`src/rtl/aibnd_dly_pkg.sv`:
```
// Shared types and helpers for the delay-line code controller.
// Holds parameter defaults, FSM states and the thermometer encoder.
package aibnd_dly_pkg;

    localparam int NSTAGE_DEF = 6;
    localparam int SETTLE_DEF = 4;
    localparam int CNT_W      = 8;
    localparam int THERM_W    = 8;

    typedef enum logic [1:0] {
        IDLE,
        STROBE,
        SETTLE,
        RB_SHIFT
    } state_t;

    // Codes above the stage count saturate to all ones.
    function automatic logic [THERM_W-1:0] therm(
        input logic [2:0] code,
        input int         nstage
    );
        logic [THERM_W-1:0] t;
        int                 n;
        n = {29'd0, code};
        if (n > nstage) n = nstage;
        t = '0;
        for (int i = 0; i < THERM_W; i++) begin
            t[i] = (i < n);
        end
        return t;
    endfunction

endpackage

```
`src/rtl/aibnd_dly_settle_cnt.sv`:
```
// Loadable down-counter with zero flag.
// Times both the settle window and the scan shift.
module aibnd_dly_settle_cnt
    import aibnd_dly_pkg::*;
#(
    parameter int W = CNT_W
) (
    input  logic         ck,
    input  logic         nrst,
    input  logic         load,
    input  logic [W-1:0] load_val,
    input  logic         dec,
    output logic [W-1:0] cnt,
    output logic         zero
);

    always_ff @(posedge ck or negedge nrst) begin
        if (!nrst) begin
            cnt <= '0;
        end else if (load) begin
            cnt <= load_val;
        end else if (dec && (cnt != '0)) begin
            cnt <= cnt - W'(1);
        end
    end

    assign zero = (cnt == '0);

endmodule

```
`src/rtl/aibnd_dly_code_ctrl.sv`:
```
// Delay-line code controller: loads a thermometer code, strobes it,
// waits for settle and can scan-verify the chain contents.
module aibnd_dly_code_ctrl
    import aibnd_dly_pkg::*;
#(
    parameter int NSTAGE     = NSTAGE_DEF,
    parameter int SETTLE_CYC = SETTLE_DEF
) (
    input  logic              ck,
    input  logic              nrst,
    input  logic              req_vld,
    input  logic [2:0]        req_code,
    output logic              req_rdy,
    input  logic              rb_req,
    output logic [NSTAGE-1:0] bk,
    output logic              code_valid,
    output logic              se_n,
    output logic              si,
    input  logic              so,
    output logic              busy,
    output logic              done,
    output logic              rb_err
);

    state_t             state_q;
    state_t             state_d;
    logic [NSTAGE-1:0]  bk_d;
    logic               cv_d;
    logic               se_n_d;
    logic               si_d;
    logic               done_d;
    logic               rb_err_d;
    logic               cnt_load;
    logic [CNT_W-1:0]   cnt_val;
    logic               cnt_dec;
    logic [CNT_W-1:0]   cnt;
    logic               cnt_zero;
    logic [THERM_W-1:0] th_full;

    assign th_full = therm(req_code, NSTAGE);

    generate
        if (NSTAGE < THERM_W) begin : g_th_spare
            logic unused_th;
            assign unused_th = ^th_full[THERM_W-1:NSTAGE];
        end
    endgenerate

    function automatic logic pick(
        input logic [NSTAGE-1:0] v,
        input int                idx
    );
        logic b;
        b = 1'b0;
        for (int i = 0; i < NSTAGE; i++) begin
            if (i == idx) b = v[i];
        end
        return b;
    endfunction

    aibnd_dly_settle_cnt #(
        .W (CNT_W)
    ) u_cnt (
        .ck       (ck),
        .nrst     (nrst),
        .load     (cnt_load),
        .load_val (cnt_val),
        .dec      (cnt_dec),
        .cnt      (cnt),
        .zero     (cnt_zero)
    );

    always_ff @(posedge ck or negedge nrst) begin
        if (!nrst) begin
            state_q <= IDLE;
        end else begin
            state_q <= state_d;
        end
    end

    // Scan runs MSB first so the shifted-in bits land back in place.
    always_comb begin
        state_d  = state_q;
        bk_d     = bk;
        cv_d     = 1'b0;
        se_n_d   = 1'b1;
        si_d     = 1'b0;
        done_d   = 1'b0;
        rb_err_d = rb_err;
        cnt_load = 1'b0;
        cnt_val  = '0;
        cnt_dec  = 1'b0;
        unique case (state_q)
            IDLE: begin
                if (req_vld) begin
                    state_d = STROBE;
                    bk_d    = th_full[NSTAGE-1:0];
                    cv_d    = 1'b1;
                end else if (rb_req) begin
                    state_d  = RB_SHIFT;
                    se_n_d   = 1'b0;
                    si_d     = bk[NSTAGE-1];
                    rb_err_d = 1'b0;
                    cnt_load = 1'b1;
                    cnt_val  = CNT_W'(NSTAGE - 1);
                end
            end
            STROBE: begin
                state_d  = SETTLE;
                cnt_load = 1'b1;
                cnt_val  = CNT_W'(SETTLE_CYC - 1);
            end
            SETTLE: begin
                if (cnt_zero) begin
                    state_d = IDLE;
                    done_d  = 1'b1;
                end else begin
                    cnt_dec = 1'b1;
                end
            end
            RB_SHIFT: begin
                if (so != si) rb_err_d = 1'b1;
                if (cnt_zero) begin
                    state_d = IDLE;
                    done_d  = 1'b1;
                end else begin
                    cnt_dec = 1'b1;
                    se_n_d  = 1'b0;
                    si_d    = pick(bk, int'(cnt) - 1);
                end
            end
            default: state_d = IDLE;
        endcase
    end

    always_ff @(posedge ck or negedge nrst) begin
        if (!nrst) begin
            bk         <= '0;
            code_valid <= 1'b0;
            se_n       <= 1'b1;
            si         <= 1'b0;
            done       <= 1'b0;
            rb_err     <= 1'b0;
        end else begin
            bk         <= bk_d;
            code_valid <= cv_d;
            se_n       <= se_n_d;
            si         <= si_d;
            done       <= done_d;
            rb_err     <= rb_err_d;
        end
    end

    assign req_rdy = (state_q == IDLE);
    assign busy    = (state_q != IDLE);

endmodule

```
`config.mk`:
```
export PLATFORM = sky130hd
export DESIGN_NAME = aibnd_dly_code_ctrl
export DESIGN_NICKNAME = d
export VERILOG_FILES = /design/src/rtl/aibnd_dly_pkg.sv /design/src/rtl/aibnd_dly_settle_cnt.sv /design/src/rtl/aibnd_dly_code_ctrl.sv
export SDC_FILE = /design/constraint.sdc
export NUM_CORES = 1
export LEC_CHECK = 0
export BUFFER_PORTS_ARGS = -buffer_cell sky130_fd_sc_hd__buf_4
export CORE_MARGIN = 1
export CORE_UTILIZATION = 40
export CTS_BUF_LIST = sky130_fd_sc_hd__clkbuf_2
export DETAILED_ROUTE_END_ITERATION = 6
export GPL_ROUTABILITY_DRIVEN = 0
export PLACE_DENSITY = 0.63
export SETUP_SLACK_MARGIN = 0.05
export SLEW_MARGIN = 20
export SYNTH_ARGS = -nofsm -noshare
export SYNTH_HDL_FRONTEND = slang
export SYNTH_SLANG_ARGS = --single-unit
export TNS_END_PERCENT = 50
```
`constraint.sdc`:
```
create_clock -name ck -period 5.8 [get_ports ck]
set_clock_uncertainty 0.1 [all_clocks]
set_input_delay 0.29 -clock ck [delete_from_list [all_inputs] [get_ports ck]]
set_output_delay 0.29 -clock ck [all_outputs]
set_load 0.005 [all_outputs]
```
==> metrics.md <==
| Metric | Value |
|---|---|
| Clock insertion delay at the later pin of the skew report | `0.34 ns` |
| Post-DR vias/cell | `5.046` |
| Synth Area per Inst | `10.06 um2` |
| Dominant cell type by area after synthesis | `dfrtp_1` |
| Post-synth ARST share | `100.0%` |
| Clk root buf | `clkbuf_2` |
| Power density of the placed cells | `538.5 mW/mm2` |
| Mapped cell area | `0.001287 mm2` |
| Number of global-route vias before repair | `1038` |
| Port-buffer cells | `20` |
| Number of max-cap violations | `0` |
| Leakage component of the power | `0.7084 nW` |
| Number of antenna violations at the first check in global routing | `0` |
| Count of antenna-violating nets left after detailed routing | `0` |
| Filler cell count in the final layout | `311` |
| Critical path destination | `u_cnt.cnt[1]` |
| Worst EP arrival | `2.35 ns` |
| Initial cell density of the core | `42.17%` |
| Finished Cell Area | `0.001514 mm2` |
| EDFF count, synth | `0` |
| Tcrit/Tclk final | `37.55%` |
| Total of flip-flops plus latches after synthesis | `21` |
| RSZ-0062 raised after global routing | `false` |
| Class of the worst hold path | `in -> reg` |
| Vert. Die Dim | `58.74 um` |
| Hold violation total from the final report | `0` |
| Synth Net Count | `145` |
| Pin count of the biggest net entering global routing | `22` |
| Synthesized instance count | `128` |
| Crit start category | `register` |
| Result of the run | `complete, no violations` |
| Maximum fanout encountered on the critical timing path | `8` |
| Clock tree from TritonCTS | `done` |
| Count of synthesis-stage warnings from yosys | `0` |
| Critical Path Source | `u_cnt.cnt[1]` |
| Top cell type's share of synthesized area | `38.87%` |
| Number of CTS-inserted buffers | `3` |
| Total detailed-routing wirelength | `2.787 mm` |
| Half-perimeter wire length after detailed placement | `2.070 mm` |
| Number of iterations in the first detailed-routing pass | `5` |
| Depth of the most critical reg-to-reg path | `6` |
| R2r startpoint | `u_cnt.cnt[1]` |
| Violation count after the first detailed-routing iteration | `30` |
| Layout cells sized above 1 | `23.03%` |
| Max-slew violation total from the final report | `0` |
| GR Overflow Total | `0` |
| Clock slew at reported path FFs | `0.23 ns` |
| DP Area | `0.001481 mm2` |
| Minimum period implied by the final worst setup slack | `2.178 ns` |
| Number of library cell types mapped by synthesis | `41` |
| Placeable core region | `0.003053 mm2` |
| Largest cells by area after synthesis | `dfrtp_1, ha_1, xnor2_1, nor2_1, nand2_1` |
| Total routing resource utilization after global routing | `18.36%` |
| Final sum of negative setup slack | `0 ns` |
| Remaining design rule violation count | `0` |
| Area delta synth->final | `17.59%` |
| Register-to-register setup slack | `3.62 ns` |
| Width of the die | `58.74 um` |
| Total power of the final layout | `815.2 uW` |
| Max clock buf depth | `2` |
| Deepest level of the CTS H-tree | `1` |
| Critical path capture point type | `register` |
| Worst r2r dst | `u_cnt.cnt[1]` |
| First-pass GRT wire length | `4.761 mm` |
| Data required time at the worst endpoint | `5.97 ns` |
| Slew HR | `65.21%` |
| Peak Freq | `459.1 MHz` |
| Share of synthesized area occupied by flip-flops and latches | `40.91%` |
| Number of vias in the routed layout | `989` |
| Most used flip-flop cell after synthesis | `dfrtp_1` |
| Classification of the worst setup path | `reg -> reg` |
| Layout net count | `170` |
| CTS Sinks | `21` |
| Area enclosed by the die boundary | `0.003450 mm2` |
| Number of antenna repair diodes | `0` |
| Finish-stage setup viols | `0` |
| Average wire per cell in the routed design | `14.22 um` |
| Pin slew with the least headroom to its limit | `0.5199 ns` |
| Count of standard-cell rows | `20` |
| Num ports | `21` |
| Largest voltage drop on the vdd net | `0.2346 mV` |
| Number of instances resized during post-cts repair | `0` |
[cells in the mapped netlist, types with 2 or more instances]
library cell,number
o22a_1,2
a21oi_1,4
mux2i_1,2
o21ai_0,3
inv_1,9
nand2b_1,4
nor3_1,4
dfrtp_1,20
nor2_1,15
ha_1,9
nand2_1,12
nor3b_1,2
or2_2,2
a21o_1,3
o21ai_1,2
a211oi_1,4
xnor2_1,7
[per-layer routing]
layer,up-vias,share of wire [%],wire [um],GRT usage [%]
met4,0,1.2,34,5.102
li1,494,-,-,-
met1,462,47,1300,24.09
met3,5,3.9,108,2.198
met5,-,0,0,0
met2,28,48,1344,31.82
[flip-flops by register name, summed over array words and instances (netlist names)]
register and count:
bk 6, code_valid 1, done 1, rb_err 1, se_n 1, si 1
state_q 2, u_cnt.cnt 8
[metrics by stage]
step / cells / utilization, % / hold WS (ns) / setup slack, ns
finish: 196 / 49.59 / 0.06516 / 3.622
global placement: 191 / 48.52 / 0.08970 / 3.782
detailed placement: 191 / 48.52 / 0.09165 / 3.665
CTS: 196 / 49.59 / 0.07321 / 3.638
global route: 196 / 49.59 / 0.06337 / 3.500
floorplan: 128 / - / -0.1056 / 3.926
[cells in the final DEF (no fill, tap or decap), drive strengths merged]
cell type	synthesis	routed
o21bai	1	1
a22oi	1	1
inv	9	9
a21oi	5	5
nor4bb	1	1
clkinvlp	0	1
nor4b	1	1
a221o	1	1
dlygate4sd3	0	1
o22a	2	2
xor2	1	1
nand3b	1	1
xnor2	7	7
nand2b	4	4
dfrtp	20	20
nor3b	3	3
nor3	4	4
dfstp	1	1
nor2	15	15
clkbuf	0	3
a21o	3	3
ha	9	9
or3	1	1
a211oi	4	4
a2111oi	2	2
o21ai	5	5
and4bb	1	1
and3	1	1
a31oi	1	1
a31o	2	2
buf	1	20
nor4	1	1
o211ai	1	1
nand3	1	1
o21a	1	1
nand2	12	12
mux2i	2	2
or2	3	3
[kinds of logic after synthesis]
kind of cell / count (synthesis) / synth area share [%]
multiplexers: 2 / 1.555
adder cells (fa/ha/maj): 9 / 8.747
buffers and inverters: 10 / 3.498
XOR/XNOR: 8 / 5.442
AO/OA/AOI/OAI: 29 / 17.49
flip-flops: 21 / 40.91
AND/OR/NAND/NOR: 49 / 22.35
[power breakdown]
group | leakage [nW] | switching (mW) | internal [mW]
logic | 0.435 | 0.245 | 0.223
clock network | 0.0126 | 0.0507 | 0.0160
registers | 0.260 | 0.0720 | 0.209
total | 0.708 | 0.367 | 0.448
[layout make-up]
cell class / count / area (um2) / share of cell area [%]
clock inverters: 1 / 7.507 / 0.4959
multi-input cells: 97 / 715.7 / 47.27
repair buffers: 21 / 160.2 / 10.58
clock buffers: 3 / 15.01 / 0.9917
inverters: 9 / 33.78 / 2.231
well taps: 44 / 55.05 / 3.636
flip-flops and latches: 21 / 526.8 / 34.79
[worst min path at each step]
stage                     start     end  slack, ns  cells after the start
finish              req_code[2]   bk[3]       0.07                      3
global route        req_code[2]   bk[3]       0.06                      3
CTS                 req_code[2]   bk[3]       0.07                      3
detailed placement         nrst    done       0.09                      1
global placement           nrst  rb_err       0.09                      1
floorplan                  nrst   bk[0]      -0.11                      0
[critical path: stages (launching register included)]
cell and delay, ns:
dfrtp_1 0.50, inv_1 0.16, ha_1 0.31, nor3b_4 0.45, a21oi_2 0.22, mux2i_1 0.17
a21o_1 0.19
[repair_timing]
action                    CTS  global route
hold buffers                1             0
hold endpoints to repair   21             0
setup buffers               0             0
Power figures use the tool's default switching activity.
